===== src/rtl/mem_arbiter.sv =====
// Arbitrates one single-port 4K x 32 memory between the instruction-fetch (IM)
// and data-access (DM) ports, with DM priority and a starvation limiter for IM.
module mem_arbiter #(
    parameter int          MEM_LATENCY  = 1,
    parameter logic [11:0] IM_BASE      = 12'hC00,
    parameter int          STARVE_LIMIT = 4
) (
    input  logic        clk,
    input  logic        rst,
    input  logic        im_req,
    input  logic [9:0]  im_address,
    output logic        im_ack,
    output logic [31:0] im_rdata,
    input  logic        dm_read,
    input  logic        dm_write,
    input  logic [11:0] dm_address,
    input  logic [31:0] dm_wdata,
    output logic        dm_ack,
    output logic [31:0] dm_rdata,
    output logic        mem_enable,
    output logic        mem_read,
    output logic        mem_write,
    output logic [11:0] mem_address,
    output logic [31:0] mem_in,
    input  logic [31:0] mem_out,
    output logic        busy,
    output logic        grant_dm,
    output logic        protocol_error
);

    typedef enum logic [1:0] {IDLE, ISSUE, WAIT, ACK} state_t;

    localparam logic [2:0] WAIT_INIT    = (MEM_LATENCY > 1) ? 3'(MEM_LATENCY - 2) : 3'd0;
    localparam logic [3:0] STARVE_MAX   = 4'(STARVE_LIMIT);

    state_t      state_q, state_d;
    logic [2:0]  wait_q, wait_d;
    logic [3:0]  starve_q, starve_d;
    logic        grant_dm_q, grant_dm_d;
    logic        wr_q, wr_d;
    logic        mem_enable_q, mem_enable_d;
    logic        mem_read_q, mem_read_d;
    logic        mem_write_q, mem_write_d;
    logic [11:0] mem_address_q, mem_address_d;
    logic [31:0] mem_in_q, mem_in_d;
    logic        im_ack_q, im_ack_d;
    logic        dm_ack_q, dm_ack_d;
    logic [31:0] im_rdata_q, im_rdata_d;
    logic [31:0] dm_rdata_q, dm_rdata_d;
    logic        perr_q, perr_d;
    logic        busy_q, busy_d;

    logic        dm_req;
    logic        pick_dm;

    assign dm_req  = dm_read | dm_write;
    assign pick_dm = dm_req && !(im_req && (starve_q == STARVE_MAX));

    always_comb begin
        state_d       = state_q;
        wait_d        = wait_q;
        starve_d      = starve_q;
        grant_dm_d    = grant_dm_q;
        wr_d          = wr_q;
        mem_enable_d  = 1'b0;
        mem_read_d    = 1'b0;
        mem_write_d   = 1'b0;
        mem_address_d = mem_address_q;
        mem_in_d      = mem_in_q;
        im_ack_d      = 1'b0;
        dm_ack_d      = 1'b0;
        im_rdata_d    = im_rdata_q;
        dm_rdata_d    = dm_rdata_q;
        perr_d        = perr_q;

        case (state_q)
            IDLE: begin
                if (dm_req || im_req) begin
                    state_d      = ISSUE;
                    mem_enable_d = 1'b1;
                    if (pick_dm) begin
                        grant_dm_d    = 1'b1;
                        starve_d      = im_req ? 4'(starve_q + 4'd1) : 4'd0;
                        wr_d          = dm_write;
                        mem_read_d    = !dm_write;
                        mem_write_d   = dm_write;
                        mem_address_d = dm_address;
                        if (dm_write) begin
                            mem_in_d = dm_wdata;
                        end
                        if (dm_read && dm_write) begin
                            perr_d = 1'b1;
                        end
                    end else begin
                        grant_dm_d    = 1'b0;
                        starve_d      = 4'd0;
                        wr_d          = 1'b0;
                        mem_read_d    = 1'b1;
                        mem_address_d = IM_BASE + {2'b00, im_address};
                    end
                end
            end
            ISSUE: begin
                if (MEM_LATENCY == 1) begin
                    state_d  = ACK;
                    im_ack_d = !grant_dm_q;
                    dm_ack_d = grant_dm_q;
                end else begin
                    state_d = WAIT;
                    wait_d  = WAIT_INIT;
                end
            end
            WAIT: begin
                if (wait_q == 3'd0) begin
                    state_d  = ACK;
                    im_ack_d = !grant_dm_q;
                    dm_ack_d = grant_dm_q;
                end else begin
                    wait_d = wait_q - 3'd1;
                end
            end
            ACK: begin
                state_d = IDLE;
                if (!grant_dm_q) begin
                    im_rdata_d = mem_out;
                end else if (!wr_q) begin
                    dm_rdata_d = mem_out;
                end
            end
            default: state_d = IDLE;
        endcase

        busy_d = (state_d != IDLE);
    end

    always_ff @(posedge clk or posedge rst) begin
        if (rst) begin
            state_q       <= IDLE;
            wait_q        <= 3'd0;
            starve_q      <= 4'd0;
            grant_dm_q    <= 1'b0;
            wr_q          <= 1'b0;
            mem_enable_q  <= 1'b0;
            mem_read_q    <= 1'b0;
            mem_write_q   <= 1'b0;
            mem_address_q <= 12'd0;
            mem_in_q      <= 32'd0;
            im_ack_q      <= 1'b0;
            dm_ack_q      <= 1'b0;
            im_rdata_q    <= 32'd0;
            dm_rdata_q    <= 32'd0;
            perr_q        <= 1'b0;
            busy_q        <= 1'b0;
        end else begin
            state_q       <= state_d;
            wait_q        <= wait_d;
            starve_q      <= starve_d;
            grant_dm_q    <= grant_dm_d;
            wr_q          <= wr_d;
            mem_enable_q  <= mem_enable_d;
            mem_read_q    <= mem_read_d;
            mem_write_q   <= mem_write_d;
            mem_address_q <= mem_address_d;
            mem_in_q      <= mem_in_d;
            im_ack_q      <= im_ack_d;
            dm_ack_q      <= dm_ack_d;
            im_rdata_q    <= im_rdata_d;
            dm_rdata_q    <= dm_rdata_d;
            perr_q        <= perr_d;
            busy_q        <= busy_d;
        end
    end

    // mem_out only becomes valid in the ACK cycle itself, so rdata bypasses
    // the capture register during the ack pulse and holds the register after.
    assign im_rdata       = im_ack_q ? mem_out : im_rdata_q;
    assign dm_rdata       = (dm_ack_q && !wr_q) ? mem_out : dm_rdata_q;
    assign im_ack         = im_ack_q;
    assign dm_ack         = dm_ack_q;
    assign mem_enable     = mem_enable_q;
    assign mem_read       = mem_read_q;
    assign mem_write      = mem_write_q;
    assign mem_address    = mem_address_q;
    assign mem_in         = mem_in_q;
    assign busy           = busy_q;
    assign grant_dm       = grant_dm_q;
    assign protocol_error = perr_q;

endmodule

===== config.mk =====
export PLATFORM = sky130hd
export DESIGN_NAME = mem_arbiter
export DESIGN_NICKNAME = d
export VERILOG_FILES = /design/src/rtl/mem_arbiter.sv
export SDC_FILE = /design/constraint.sdc
export NUM_CORES = 1
export LEC_CHECK = 0
export BUFFER_PORTS_ARGS = -buffer_cell sky130_fd_sc_hd__buf_2
export CAP_MARGIN = 40
export CORE_MARGIN = 2
export CORE_UTILIZATION = 50
export DETAILED_ROUTE_END_ITERATION = 7
export PLACE_DENSITY = 0.9
export SYNTH_ARGS = -nofsm -noshare
export SYNTH_HDL_FRONTEND = slang
export SYNTH_SLANG_ARGS = --single-unit

===== constraint.sdc =====
create_clock -name clk -period 5.2 [get_ports clk]
set_input_delay 0 -clock clk [delete_from_list [all_inputs] [get_ports clk]]
set_output_delay 0 -clock clk [all_outputs]
set_load 0.005 [all_outputs]

==> flow_summary.json, run 1 <==
{
  "final-max-slew-violation-count": 0,
  "ctsResizeCount": 0,
  "routed_wl_um": 14900,
  "clk_pin_slew_ns": 0.05,
  "dieArea_sq_um": 12300,
  "yosysWarningCount": 0,
  "ys_seq_area_frac": 0.551,
  "switching_power_mw": 1.52,
  "vias": 4506,
  "firstDrtPassIters": 4,
  "critPathBufInv": 2,
  "power_density_nw_per_um2": 596,
  "hpwlAfterDp_um": 8510,
  "required_ns": 5.20,
  "maxCapViolations": 0,
  "ys_types": 32,
  "p_leak_nw": 3.91,
  "grt_pass1_vias": 4932,
  "antenna_cells": 0,
  "ff2ff_setup_slack_ns": 2.93,
  "final_net_count": 810,
  "cp_cell_sequence": "nor2b_2 > buf_4 > mux2_2 > buf_2",
  "sw_frac_of_total": 0.307,
  "ys_seq_elements": 126,
  "synth_area_sq_um": 5720,
  "cts_tree": "built",
  "fillers": 688,
  "fmax_mhz": 433,
  "drc_errors": 0,
  "ir_drop_v": 0.000402,
  "grt-ovfl-total": 0,
  "area_delta_synth_final_pct": 45.0,
  "fin_skew_ns": 0.00689,
  "wire_per_inst_um": 17.3,
  "setup-violations-final": 0,
  "outcome": "finished clean",
  "crit_fanout": 22,
  "yosysTopAreaCellShare": 0.551,
  "arrival_ns": 2.31,
  "fp.coreArea_sq_um": 11300,
  "clk-insertion-delay-late_ns": 0.41,
  "end_kind": "output port",
  "io_buffer_count": 206,
  "holdPathEnd": "mem_read$_DFF_PP0_",
  "power_frac_comb": 0.421,
  "tns_ns": 0,
  "grt_max_degree": 65,
  "fin_util": 0.736,
  "antenna_found_initial": 0,
  "r2r_start": "starve_q[0]$_DFFE_PP0P_",
  "r2r-end": "mem_address[5]$_DFFE_PP0P_",
  "clock-root-buffer": "clkbuf_16",
  "cts_max_level": 4,
  "clock_path_buffers": 2,
  "syn_inst": 412,
  "final-seq-area_sq_um": 3150,
  "finalHoldViolCount": 0,
  "min_period_ns": 2.31,
  "pwr-share-clk": 0.230,
  "dp_cells": 745,
  "dieWidth_um": 111,
  "antenna_left": 0,
  "seqPwrFrac": 0.349,
  "cts_num_sinks": 126,
  "cpMaxStageDelayCell": "nor2b_2",
  "internal_power_mw": 3.42,
  "drt-initial-drc-count": 182,
  "gp_congestion": 0.791,
  "drive_above_1_share": 0.557,
  "cpPeakStageDelay_ns": 0.52,
  "grt_pass1_wl_um": 24300,
  "layout_setup_ws_ns": 2.89,
  "synth_top_cell_by_area": "dfrtp_1",
  "place_ws_ns": 3.03,
  "syn_nets": 512,
  "criticalPathCategory": "register to output port",
  "ff2ff_path_depth": 7,
  "die_h_um": 111,
  "relSlewSlack": 0.459,
  "tritoncts.num_buffers": 17,
  "worst_pin_slew_ns": 0.810,
  "hold_path_depth": 3,
  "hp-class": "input port to register",
  "fp-row-count": 39,
  "io_pins": 207,
  "critPathTopFamily": "buffers and inverters",
  "final_cells": 866,
  "ys_top_cells_by_area": "dfrtp_1 (55%), mux2_2 (31%), ha_1 (2.0%)",
  "syn_area_per_cell_sq_um": 13.9,
  "critical_path_depth": 4,
  "worstSetupStartpointType": "register",
  "post-route-period-util": 0.444,
  "rsz0062_at_grt": "false",
  "multi_input_area_sq_um": 2390,
  "avgViaCountPerCell": 5.20,
  "track_usage": 0.251,
  "hold_path.startpoint": "im_req",
  "start_util": 0.508
}
## cell type report
type | instances | area share
well taps | 143 | 0.0216
clock buffers | 25 | 0.0585
inverters | 10 | 0.00483
multi-input cells | 255 | 0.289
flip-flops and latches | 126 | 0.380
clock inverters | 7 | 0.0103
repair buffers | 300 | 0.236
## logic make-up (layout without fill, tap and decap cells)
family / Yosys count / after routing / synth area share
muxes: 161 / 161 / 0.317
and+or+nand+nor: 47 / 47 / 0.0394
buffers and inverters: 31 / 342 / 0.0311
AOI/OAI and AO/OA: 37 / 37 / 0.0405
adders and majority gates: 9 / 9 / 0.0197
xor gates and xnor gates: 1 / 1 / 0.00153
DFF: 126 / 126 / 0.551
## worst max-delay path by stage
stage                                     from                      to  slack [ns]
after global placement    state_q[0]$_DFF_PP0_  mem_in[11]$_DFFE_PP0P_        3.16
after floorplan                            rst          busy$_DFF_PP0_        1.84
after global routing          wr_q$_DFFE_PP0P_             dm_rdata[9]        2.77
final                         wr_q$_DFFE_PP0P_             dm_rdata[9]        2.89
after detailed placement  state_q[0]$_DFF_PP0_  mem_in[17]$_DFFE_PP0P_        3.03
after CTS                     wr_q$_DFFE_PP0P_             dm_rdata[3]        2.86
## per-layer routing
metal	up-vias	global-route usage	share of wire
li1	2055	-	-
met1	2213	0.277	0.38
met2	199	0.446	0.52
met3	39	0.0716	0.069
met4	0	0.114	0.029
met5	-	0	0
## layout by cell type, fill, tap and decap left out, types with 3 or more instances in the layout
cell	n
buf_2	206
mux2_2	157
dfrtp_1	126
dlygate4sd3_1	89
a21oi_1	21
nand2_1	18
clkbuf_16	17
nor2_1	14
ha_1	9
inv_1	8
o21ai_0	5
clkinv_2	5
clkbuf_1	5
buf_4	5
mux2_1	4
a22o_1	3
nor2b_1	3
clkbuf_8	3
## synthesized netlist by cell type
library cell,instances
a22o_1,3
a21o_1,1
a41o_1,1
nor2_1,14
inv_2,1
buf_2,13
mux2_1,4
a21oi_1,21
nor3_1,2
and3_1,1
o211ai_1,1
xnor2_1,1
mux2_2,157
o21ai_4,1
inv_1,9
o21ai_0,5
nand2b_1,1
o22a_1,2
or2_1,1
and2_1,2
nand2_1,18
ha_1,9
nor2b_1,4
clkbuf_1,2
dfrtp_1,126
o21ai_2,1
a22oi_1,1
nand3_2,1
nand3b_1,1
nand4b_2,1
buf_6,6
or2_2,1
## power by group through the flow
stage          Clock (mW)  Sequential (mW)  Combinational, mW
2_1_floorplan           0             1.68               1.21
3_3_place_gp            0             1.69               1.85
3_5_place_dp            0             1.71               1.92
4_1_cts              1.16             1.71               2.05
5_1_grt              1.20             1.78               2.24
6_report             1.14             1.72               2.08
## through the flow
step	instance area (sq um)	total power [mW]	hold slack, ns
global placement	6830	3.53	0.166
CTS	8300	4.92	0.00268
floorplan	5720	2.89	0.0836
detailed placement	6830	3.63	0.194
global route	8300	5.23	0.0395
finish	8300	4.94	0.0248
## tightest hold or removal path, stage by stage
cell and delay, ns:
buf_2 0.14, nand4b_2 0.14, a21oi_1 0.10
## sequential cells by signal (all words and copies together) (netlist names)
name	cells
dm_rdata_q	32
im_rdata_q	32
protocol_error	1
mem_read	1
mem_address	12
mem_write	1
mem_enable	1
starve_q	4
busy	1
im_ack	1
wr_q	1
grant_dm	1
dm_ack	1
state_q	2
mem_in	32
wait_q	3
## repair_timing
| action | in CTS | in global routing |
|---|---|---|
| buffers inserted | 0 | 0 |
| hold endpoints to repair | 172 | 0 |
| hold buffers | 89 | 0 |
Power figures use the tool's default switching activity.
==> run 2: changes to the inputs <==
--- a/config.mk
+++ b/config.mk
@@ -5,6 +5,7 @@
 export SDC_FILE = /design/constraint.sdc
 export NUM_CORES = 1
 export LEC_CHECK = 0
+export ABC_AREA = 1
 export BUFFER_PORTS_ARGS = -buffer_cell sky130_fd_sc_hd__buf_2
 export CAP_MARGIN = 40
 export CORE_MARGIN = 2
==> constraint.sdc (replaced) <==
create_clock -name clk -period 2.4 [get_ports clk]
set_input_delay 0 -clock clk [delete_from_list [all_inputs] [get_ports clk]]
set_output_delay 0 -clock clk [all_outputs]
set_load 0.005 [all_outputs]
==> flow_summary.json, run 2 <==
{
  "seqPwrFrac": 0.345,
  "criticalPathCategory": "register to register",
  "clk_pin_slew_ns": 0.06,
  "ys_seq_elements": 126,
  "tritoncts.num_buffers": 17,
  "io_buffer_count": 206,
  "worstSetupStartpointType": "register",
  "grt_pass1_vias": 5777,
  "synth_area_sq_um": 5740,
  "clk-insertion-delay-late_ns": 0.41,
  "syn_nets": 803,
  "firstDrtPassIters": 6,
  "antenna_cells": 0,
  "syn_inst": 703,
  "r2r_start": "starve_q[0]$_DFFE_PP0P_",
  "antenna_left": 0,
  "ys_seq_area_frac": 0.549,
  "ys_types": 23,
  "synth-edff-count": 0,
  "post-route-period-util": 0.913,
  "fin_total_pwr_mw": 10.9,
  "required_ns": 2.70,
  "track_usage": 0.281,
  "pwr-share-clk": 0.244,
  "avgViaCountPerCell": 5.20,
  "dieArea_sq_um": 12400,
  "fin_skew_ns": 0.00566,
  "final_net_count": 1088,
  "setup-violations-final": 0,
  "grt-ovfl-total": 0,
  "ys_top_cells_by_count": "nand2_1 (241), dfrtp_1 (126), o21ai_0 (105), inv_1 (70), nor2_1 (38)",
  "maxCapViolations": 0,
  "hp-class": "input port to asynchronous set/reset pin",
  "power_frac_comb": 0.412,
  "area_delta_synth_final_pct": 45.1,
  "clock-root-buffer": "clkbuf_16",
  "internal_power_mw": 6.73,
  "power_density_nw_per_um2": 1310,
  "p_leak_nw": 4.57,
  "cts_num_sinks": 126,
  "cts_max_level": 4,
  "ys.flop_type": "dfrtp_1",
  "wire_per_inst_um": 14.9,
  "die_h_um": 111,
  "synth_top_cell_by_area": "dfrtp_1",
  "drc_errors": 0,
  "synth.most_common_cell": "nand2_1",
  "vias": 5944,
  "arrival_ns": 2.49,
  "cts_tree": "built",
  "grt_max_degree": 127,
  "sw_frac_of_total": 0.383,
  "clock_path_buffers": 2,
  "worst_pin_slew_ns": 0.678,
  "finalHoldViolCount": 0,
  "relSlewSlack": 0.548,
  "gp_congestion": 0.830,
  "outcome": "finished clean",
  "ff2ff_setup_slack_ns": 0.21,
  "routed_wl_um": 17000,
  "tns_ns": 0,
  "hpwlAfterDp_um": 9150,
  "yosysTopAreaCellShare": 0.549,
  "dieWidth_um": 111,
  "r2r-end": "mem_address[8]$_DFFE_PP0P_",
  "layout_commonest_cell": "nand2_1",
  "ff2ff_path_depth": 10,
  "end_kind": "register",
  "antenna_found_initial": 0,
  "final-max-slew-violation-count": 0,
  "fmax_mhz": 456,
  "hold_slack_ns": 0.305,
  "ys_top_cells_by_area": "dfrtp_1 (55%), nand2_1 (16%), o21ai_0 (9.1%)",
  "grt_pass1_wl_um": 28000,
  "min_period_ns": 2.19,
  "io_pins": 207,
  "start_util": 0.507,
  "switching_power_mw": 4.18,
  "yosysWarningCount": 0,
  "rsz0062_at_grt": "false",
  "syn_area_per_cell_sq_um": 8.17,
  "fp.coreArea_sq_um": 11300,
  "crit_fanout": 14,
  "drive_above_1_share": 0.261,
  "fp-row-count": 39,
  "drt-initial-drc-count": 596,
  "synthArstFlopShare": 1.00,
  "ir_drop_v": 0.000787,
  "mostFrequentLayoutCells": "nand2_1 (239), buf_2 (206), dfrtp_1 (125)",
  "fin_util": 0.736
}
[run 2: how the worst max path moves through the flow]
stage / startpoint / endpoint / cells after the start
2_1_floorplan: rst / busy$_DFF_PP0_ / 1
3_3_place_gp: starve_q[0]$_DFFE_PP0P_ / mem_in[12]$_DFFE_PP0P_ / 9
3_5_place_dp: starve_q[0]$_DFFE_PP0P_ / mem_in[20]$_DFFE_PP0P_ / 9
4_1_cts: starve_q[0]$_DFFE_PP0P_ / mem_address[5]$_DFFE_PP0P_ / 10
5_1_grt: starve_q[0]$_DFFE_PP0P_ / mem_address[8]$_DFFE_PP0P_ / 10
6_report: starve_q[0]$_DFFE_PP0P_ / mem_address[8]$_DFFE_PP0P_ / 10
[run 2: area by class of cell]
type | instances | area (sq um)
Clock buffer | 17 | 425
Clock inverter | 15 | 184
Fill cell | 707 | 2990
Inverter | 74 | 284
Multi-Input combinational cell | 466 | 2110
Sequential cell | 126 | 3150
Tap cell | 143 | 179
Timing Repair Buffer | 303 | 2000
[run 2: kinds of logic after synthesis]
kind of cell,Yosys count,share of synthesized area
buffers and inverters,111,0.0856
AND/OR/NAND/NOR,312,0.216
flip-flops,126,0.549
adder cells (fa/ha/maj),9,0.0196
XOR/XNOR,2,0.00305
AO/OA/AOI/OAI,143,0.127
[run 2: metrics by stage]
step                std cells  setup WS, ns  cell area, sq um
CTS                      1144         0.294              8330
global route             1144        0.0593              8330
global placement         1022         0.645              6820
detailed placement       1022         0.586              6820
finish                   1144         0.209              8330
floorplan                 703         0.847              5750
[run 2: repair_timing]
action,in CTS,in global routing
buffers inserted,0,0
endpoints found under the hold margin,240,0
hold buffers,90,0
endpoints found under the setup margin,0,2
resized for setup,0,1
[run 2: routing by layer]
metal,wire length [um],vias to the layer above,global-route usage,share of wire
met5,0,-,0,0
met4,629,0,0.137,0.037
met3,1470,58,0.0765,0.086
met2,8180,348,0.443,0.48
met1,6750,2774,0.361,0.40
li1,-,2764,-,-
[run 2: critical path, cell delays in order (launching register included)]
cell and delay (ns):
dfrtp_1 0.41, inv_1 0.10, ha_1 0.17, nand2_1 0.07, inv_2 0.06, nand2_2 0.19
nand2_4 0.21, nand2_1 0.07, nand3_1 0.10, dlygate4sd3_1 0.62, nand2_1 0.07
[run 2: power by group through the flow]
stage	registers [mW]	clock network, mW	logic [mW]
5_1_grt	3.87	2.80	5.08
6_report	3.76	2.66	4.49
3_5_place_dp	3.72	0	4.17
4_1_cts	3.72	2.69	4.33
3_3_place_gp	3.71	0	4.01
2_1_floorplan	3.67	0	2.51
